File: config.mk
export PLATFORM = sky130hd
export DESIGN_NAME = apb_req_master
export DESIGN_NICKNAME = d
export VERILOG_FILES = /design/src/rtl/apb_req_master.sv
export SDC_FILE = /design/constraint.sdc
export NUM_CORES = 1
export LEC_CHECK = 0
export ABC_AREA = 1
export CAP_MARGIN = 5
export CORE_MARGIN = 2
export CORE_UTILIZATION = 43
export DETAILED_ROUTE_END_ITERATION = 16
export PLACE_DENSITY = 0.88
export SLEW_MARGIN = 10
export SYNTH_ARGS = -nofsm -noshare
export SYNTH_HDL_FRONTEND = slang
export SYNTH_SLANG_ARGS = --single-unit
File: constraint.sdc
create_clock -name PCLK -period 3.8 [get_ports PCLK]
set_input_delay 0.76 -clock PCLK [delete_from_list [all_inputs] [get_ports PCLK]]
set_output_delay 0.76 -clock PCLK [all_outputs]
set_load 0.02 [all_outputs]
File: src/rtl/apb_req_master.sv
// Command/response to APB bridge: accepts one command at a time, runs a single
// APB transfer and returns the completer's answer (or a timeout abort).
module apb_req_master #(
   parameter int ADDR_WIDTH = 8,
   parameter int DATA_WIDTH = 32,
   parameter int TIMEOUT    = 16,
   localparam int STRB_WIDTH = DATA_WIDTH / 8
) (
   input  logic                  PCLK,
   input  logic                  PRESETn,
   input  logic                  cmd_valid,
   output logic                  cmd_ready,
   input  logic                  cmd_write,
   input  logic [ADDR_WIDTH-1:0] cmd_addr,
   input  logic [DATA_WIDTH-1:0] cmd_wdata,
   input  logic [STRB_WIDTH-1:0] cmd_strb,
   output logic                  rsp_valid,
   input  logic                  rsp_ready,
   output logic [DATA_WIDTH-1:0] rsp_rdata,
   output logic                  rsp_err,
   output logic                  rsp_timeout,
   output logic                  PSEL,
   output logic                  PENABLE,
   output logic                  PWRITE,
   output logic [ADDR_WIDTH-1:0] PADDR,
   output logic [DATA_WIDTH-1:0] PWDATA,
   output logic [STRB_WIDTH-1:0] PSTRB,
   input  logic                  PREADY,
   input  logic                  PSLVERR,
   input  logic [DATA_WIDTH-1:0] PRDATA
);

   localparam int CNT_W = (TIMEOUT > 0) ? $clog2(TIMEOUT + 1) : 1;

   // Encoding is {rsp_valid, PSEL, PENABLE} so the APB controls are plain flop bits.
   typedef enum logic [2:0] {
      IDLE   = 3'b000,
      SETUP  = 3'b010,
      ACCESS = 3'b011,
      RESP   = 3'b100
   } state_t;

   state_t           state;
   state_t           state_nxt;
   logic [CNT_W-1:0] wait_cnt;
   logic [CNT_W-1:0] wait_inc;
   logic             cmd_fire;
   logic             done;
   logic             abort;

   always_comb begin
      state_nxt = state;
      cmd_ready = 1'b0;
      wait_inc  = wait_cnt + CNT_W'(1);
      done      = (state == ACCESS) && PREADY;
      abort     = (TIMEOUT != 0) && (state == ACCESS) && !PREADY &&
                  (wait_inc == CNT_W'(TIMEOUT));
      case (state)
         IDLE: begin
            cmd_ready = 1'b1;
            if (cmd_valid) state_nxt = SETUP;
         end
         SETUP: state_nxt = ACCESS;
         ACCESS: begin
            if (done || abort) state_nxt = RESP;
         end
         RESP: begin
            if (rsp_ready) begin
               cmd_ready = 1'b1;
               state_nxt = cmd_valid ? SETUP : IDLE;
            end
         end
         default: state_nxt = IDLE;
      endcase
      cmd_fire = cmd_valid && cmd_ready;
   end

   assign PSEL      = state[1];
   assign PENABLE   = state[0];
   assign rsp_valid = state[2];

   always_ff @(posedge PCLK) begin
      if (!PRESETn) state <= IDLE;
      else          state <= state_nxt;
   end

   // Request fields only change on a command handshake, which keeps them
   // stable for the whole SETUP/ACCESS window.
   always_ff @(posedge PCLK) begin
      if (!PRESETn) begin
         PWRITE <= 1'b0;
         PADDR  <= '0;
         PWDATA <= '0;
         PSTRB  <= '0;
      end else if (cmd_fire) begin
         PWRITE <= cmd_write;
         PADDR  <= cmd_addr;
         PWDATA <= cmd_write ? cmd_wdata : '0;
         PSTRB  <= cmd_write ? cmd_strb  : '0;
      end
   end

   always_ff @(posedge PCLK) begin
      if (!PRESETn)                         wait_cnt <= '0;
      else if (cmd_fire)                    wait_cnt <= '0;
      else if (state == ACCESS && !PREADY)  wait_cnt <= wait_inc;
   end

   always_ff @(posedge PCLK) begin
      if (!PRESETn) begin
         rsp_rdata   <= '0;
         rsp_err     <= 1'b0;
         rsp_timeout <= 1'b0;
      end else if (done) begin
         rsp_rdata   <= PWRITE ? '0 : PRDATA;
         rsp_err     <= PSLVERR;
         rsp_timeout <= 1'b0;
      end else if (abort) begin
         rsp_rdata   <= '0;
         rsp_err     <= 1'b1;
         rsp_timeout <= 1'b1;
      end
   end

endmodule
==> results of run 1 <==
-- logic make-up after synthesis --
kind of cell | count (synthesis)
simple gates | 164
buf+inv | 73
compound gates | 91
flops | 87
fa+ha+maj | 2
-- worst max-delay path, delay by kind of cell --
family | cells | cell delay (ps)
buf+inv | 4 | 1360
compound gates | 1 | 140
-- final timing paths --
kind,slack [ps],cells past startpoint,from,to
hold / removal,450,2,rsp_timeout,rsp_timeout
setup reg to reg,1940,9,state[1],wait_cnt[3]
hold reg to reg,450,2,rsp_timeout,rsp_timeout
setup / recovery,780,5,rsp_ready,cmd_ready
-- metrics by stage --
step / setup slack, ps / utilization, % / cell area (µm²) / total power [mW]
floorplan: 1920 / - / 3260 / 1.11
global placement: 813 / 67.9 / 4950 / 1.27
detailed placement: 799 / 67.9 / 4950 / 1.28
CTS: 778 / 71.1 / 5180 / 1.99
global route: 724 / 71.1 / 5180 / 2.06
finish: 783 / 71.1 / 5180 / 1.97
-- layout make-up --
class                           instances  area [µm²]
Tap cell                               99         124
Sequential cell                        87        1740
Clock buffer                           10         138
Clock inverter                          6        91.3
Fill cell                             588        2110
Timing Repair Buffer                  171        1700
Multi-Input combinational cell        257        1200
Inverter                               51         191
-- power by group through the flow --
| stage | combinational (mW) | clock (mW) | sequential (mW) |
|---|---|---|---|
| finish | 0.295 | 0.715 | 0.964 |
| global route | 0.316 | 0.771 | 0.968 |
| CTS | 0.297 | 0.734 | 0.964 |
| detailed placement | 0.296 | 0 | 0.985 |
| global placement | 0.290 | 0 | 0.983 |
| floorplan | 0.0897 | 0 | 1.02 |
-- placed cells by master, fill, tap and decap left out, drive strengths merged --
master         count
o21bai             1
a211oi             1
nand3             43
or2                2
clkbuf            10
nor2              12
bufinv             2
dfxtp             87
buf                6
clkdlybuf4s50    165
a21oi             49
o21ai             40
nand2            103
clkinv             3
inv               52
ha                 2
nand4              4
-- registers in the layout, summed over array words and instances, names as in the netlist --
register and flops:
rsp_err 1, PSTRB 4, rsp_timeout 1, wait_cnt 5, state 3, PWRITE 1
PADDR 8, rsp_rdata 32, PWDATA 32
-- per-layer routing --
layer,vias to the layer above,track usage (%),wire length (µm)
li1,1656,-,-
met1,1484,24.3,3670
met2,137,36.8,4220
met3,15,6.06,731
met4,0,8.59,148
met5,-,0,0
==> impl_metrics.py, run 1 <==
metrics = {
    "cts": {
        "numCtsBuffers": 9,
        "cts_tree": "done",
        "clk-insertion-delay-late_ps": 340,
        "post_cts_resize_count": 0,
        "cts_buffer_depth": 2,
        "ctsHtreeMaxLevel": 3,
        "path_clk_slew_ps": 80,
        "cts_root_buf": "clkbuf_8",
        "post_cts_buffers": 0,
        "cts-hold-fix-buffers": 0,
        "cts.sinks": 87,
    },
    "synth": {
        "synth-simple-area-share_pct": 21.9,
        "ys_seq_area_share_pct": 53.5,
        "synth-compound-area-share_pct": 14.3,
        "synth.largest_area_cell": "dfxtp_1",
        "synth_top_family_by_area": "simple AND/OR/NAND/NOR gates",
        "avgSynthCellArea_um2": 7.81,
        "synth.distinct_cells": 23,
        "ys_warn_count": 0,
        "synth-adder-area-share_pct": 0.769,
        "synthXorXnorAreaFrac_pct": 0,
        "synth_edf_count": 0,
        "synth_area_um2": 3260,
        "yosysTopAreaCellShare_pct": 53.5,
        "synth_mux_area_share_pct": 0,
        "syn-num-nets": 502,
        "yosysMostFrequentCell": "nand2_1",
        "synth_flop_cell": "dfxtp_1",
        "synth_common_cells": "nand2_1 (99), dfxtp_1 (87), a21oi_1 (48), inv_1 (48), nand3_1 (43)",
        "synth_top_cells_by_area": "dfxtp_1 (53%), nand2_1 (11%), a21oi_1 (7.4%)",
        "ys_ff_latch": 87,
        "synthArstFlopShare_pct": 0,
        "netlist_instances": 417,
    },
    "power_and_ir_drop": {
        "seqPwrFrac_pct": 48.8,
        "power_per_cell_area_nw_per_um2": 381,
        "pwr-share-clk_pct": 36.2,
        "sw_frac_of_total_pct": 24.2,
        "vdd_drop_max_uv": 210,
        "p_switching_mw": 0.478,
        "p_int_mw": 1.49,
        "combinationalPowerShare_pct": 14.9,
        "power.leakage_nw": 2.03,
    },
    "cells_and_area": {
        "nNetsFinal": 662,
        "area_growth_pct": 59.2,
        "finalNonFillerCells": 681,
        "final_layout_size_suffix_gt1_share_pct": 5.84,
        "diodes": 0,
    },
    "detailed_routing": {
        "via_per_inst": 4.83,
        "firstDrtPassIters": 4,
        "vias": 3292,
        "drtIter0Drc": 130,
        "wire_per_inst_um": 12.9,
        "drtAntennaViolNets": 0,
        "drc": 0,
        "drt_wl_total_um": 8770,
    },
    "timing": {
        "clock_skew_ps": 16.2,
        "finalSetupTns_ps": 0,
        "relSlewSlack_pct": 59.1,
        "whs_ps": 448,
        "max_clock_freq_ghz": 0.331,
        "hold_viol": 0,
        "rsz0062_at_grt": "no",
        "fin_crit_ps": 3020,
        "setup_viol": 0,
        "finalCritPeriodShare_pct": 79.4,
        "slew_violations": 0,
        "tightest_slew_ps": 613,
    },
    "setup_path": {
        "worstSetupStartpointType": "input pin",
        "crit_required_ps": 3040,
        "endpoint_kind": "output pin",
        "crit_chain": "clkdlybuf4s50_1, inv_1, a21oi_2, buf_4, clkdlybuf4s50_1",
        "arrival_ps": 2260,
        "slowest_delay_ps": 620,
        "critPathKind": "in -> out",
        "cp_slowest_cell": "clkdlybuf4s50_1",
        "crit_top_cell": "clkdlybuf4s50_1",
        "cp_max_fo": 11,
    },
    "flow_run": {
        "maxCapViolations": 0,
    },
    "grt": {
        "grtUsageTotal_pct": 21.2,
        "grt_pass1_wl_um": 14300,
        "grt_max_degree": 39,
        "grt_pass1_vias": 3151,
        "grt_antenna_before_repair": 0,
        "overflow": 0,
    },
    "floorplanning": {
        "std_cell_rows": 31,
        "io_pins": 166,
        "die_h_um": 91.0,
        "fp.dieW_um": 91.0,
        "core_um2": 7290,
        "initial_core_util_pct": 44.6,
        "die_area_um2": 8280,
    },
    "placed_design": {
        "dp.cells": 665,
        "numPortBuffers": 165,
        "gp_congestion": 0.769,
        "hpwl_um": 6480,
    },
    "worst_hold_path": {
        "hold_path_class": "reg -> reg",
    },
    "status": {
        "status": "finished clean",
    },
}
No activity file was read; power rests on OpenSTA's default activity.
==> run 2: changes to the inputs <==
CORE_UTILIZATION = 36   (was 43)
PLACE_DENSITY = 0.78   (was 0.88)
clock period = 2.55 ns   (was 3.8 ns; I/O delays follow)
==> run 2 against run 1 <==
Effect of this change: critical path depth is 1 lower; core utilization is 11 points lower; sequential power is 49% higher; combinational power is 51% higher; global-route usage is 3.8 points lower; setup slack worse by 610 ps; cell area is 1.6% higher; sequential share of layout area is 0.53 points lower; first-iteration DRC count is 7.7% higher; via count is 1.7% lower; routed wire length is 1.7% lower; largest power group unchanged; highest routed layer unchanged.
==> impl_metrics.py, run 2 (same netlist as run 1, synthesis figures left out) <==
metrics = {
    "flow_run": {
        "maxCapViolations": 0,
    },
    "grt": {
        "grt_pass1_wl_um": 14200,
        "grtUsageTotal_pct": 17.3,
        "overflow": 0,
        "grt_antenna_before_repair": 0,
        "grt_pass1_vias": 3167,
        "grt_max_degree": 38,
    },
    "timing": {
        "finalCritPeriodShare_pct": 93.2,
        "rsz0062_at_grt": "no",
        "slew_violations": 0,
        "finalSetupTns_ps": 0,
        "max_clock_freq_ghz": 0.421,
        "whs_ps": 452,
        "clock_skew_ps": 9.04,
        "setup_viol": 0,
        "fin_crit_ps": 2380,
        "relSlewSlack_pct": 77.2,
        "tightest_slew_ps": 342,
        "hold_viol": 0,
    },
    "detailed_routing": {
        "vias": 3235,
        "wire_per_inst_um": 12.4,
        "wl_met2_um": 4120,
        "drt_wl_total_um": 8620,
        "drtIter0Drc": 140,
        "wl_met1_um": 3550,
        "firstDrtPassIters": 5,
        "met3_length_um": 791,
        "drtAntennaViolNets": 0,
        "routed.top_layer": "met4",
        "drc": 0,
        "via_per_inst": 4.67,
    },
    "cells_and_area": {
        "nNetsFinal": 666,
        "final_common_cell": "clkdlybuf4s50_1",
        "nFillCells": 795,
        "final_cell_mix": "clkdlybuf4s50_1 (165), nand2_1 (99), dfxtp_1 (87), inv_1 (48), a21oi_1 (48)",
        "fin_area_um2": 5270,
        "finish.utilization_pct": 60.1,
        "diodes": 0,
        "reg_top3": "PWDATA x32, rsp_rdata x32, PADDR x8",
        "area_growth_pct": 61.8,
        "final_layout_size_suffix_gt1_share_pct": 6.32,
    },
    "setup_path": {
        "r2r_cells": 10,
        "r2r_start": "state[1]",
        "critPathKind": "in -> out",
        "crit_top_cell": "clkdlybuf4s50_1",
        "endpoint_kind": "output pin",
        "r2r_end": "PWDATA[11]",
        "cp_slowest_cell": "clkdlybuf4s50_1",
        "cp_top_family": "buffers and inverters",
        "arrival_ps": 1870,
        "worst-path-buf-inv": 3,
        "rrSetupSlack_ps": 830,
        "crit_required_ps": 2040,
        "slowest_delay_ps": 620,
        "worstSetupStartpointType": "input pin",
        "cp_max_fo": 2,
        "crit_chain": "clkdlybuf4s50_1, inv_1, a21oi_2, clkdlybuf4s50_1",
    },
    "placed_design": {
        "hpwl_um": 6380,
        "placed_cell_area_um2": 5010,
        "numPortBuffers": 165,
        "gp_congestion": 0.790,
    },
    "cts": {
        "post_cts_resize_count": 0,
        "cts_buffer_depth": 2,
        "path_clk_slew_ps": 80,
        "cts-hold-fix-buffers": 0,
        "ctsHtreeMaxLevel": 3,
        "clk-insertion-delay-late_ps": 340,
        "cts_root_buf": "clkbuf_8",
        "cts.sinks": 87,
        "numCtsBuffers": 9,
        "post_cts_buffers": 0,
        "cts_tree": "done",
    },
    "power_and_ir_drop": {
        "power.leakage_nw": 2.07,
        "power_per_cell_area_nw_per_um2": 586,
        "power.total_mw": 3.09,
        "vdd_drop_max_uv": 309,
    },
    "floorplanning": {
        "core_um2": 8760,
        "initial_core_util_pct": 37.2,
        "io_pins": 166,
        "die_area_um2": 9820,
        "std_cell_rows": 34,
        "fp.dieW_um": 99.1,
        "die_h_um": 99.1,
    },
    "worst_hold_path": {
        "hold_path_class": "reg -> reg",
        "worstHoldStart": "rsp_timeout",
        "whs_path_depth": 2,
        "hold_path_end": "rsp_timeout",
    },
    "status": {
        "status": "finished clean",
    },
}
[run 2: cell types whose count changed in the layout (fill, tap and decap cells not counted), sizes merged]
cell / change
buf: +4
bufinv: +2
inv: -2
clkbuf: -1
[run 2: final cells by class]
cell class / count / area (µm²) / share of cell area [%]
well taps: 108 / 135 / 2.57
repair buffers: 175 / 1740 / 33.0
multi-input cells: 257 / 1200 / 22.8
clock buffers: 9 / 124 / 2.35
inverters: 51 / 191 / 3.64
flip-flops and latches: 87 / 1740 / 33.1
clock inverters: 6 / 134 / 2.54
[run 2: per-stage QoR]
step           setup slack, ps  instances
2_1_floorplan              983        417
3_3_place_gp               187        678
3_5_place_dp               190        678
4_1_cts                    168        693
5_1_grt                    128        693
6_report                   174        693
[run 2: worst max-delay path by stage]
stage                     startpoint   endpoint  slack [ps]  cells past startpoint
after floorplan             state[1]   PSTRB[0]         980                     11
after global placement     rsp_ready  cmd_ready         190                      4
after detailed placement   rsp_ready  cmd_ready         190                      4
after CTS                  rsp_ready  cmd_ready         170                      4
after global routing       rsp_ready  cmd_ready         130                      4
final                      rsp_ready  cmd_ready         170                      4
[run 2: worst register-to-register path: cells and delay by family, from the launching register on]
family / cells / cell delay, ps
DFF: 1 / 360
and+or+nand+nor: 4 / 460
AOI/OAI and AO/OA: 2 / 210
buffers and inverters: 4 / 580
[run 2: layer usage]
layer  global-route usage [%]  vias up
met5                        0        -
met4                     5.80        0
li1                         -     1664
met1                     20.0     1432
met2                     30.2      125
met3                     5.69       14
[run 2: power by group]
part	total (mW)	internal [mW]	switching, mW
registers	1.44	1.41	0.0298
clock network	1.21	0.745	0.462
logic	0.445	0.242	0.203
total	3.09	2.39	0.695
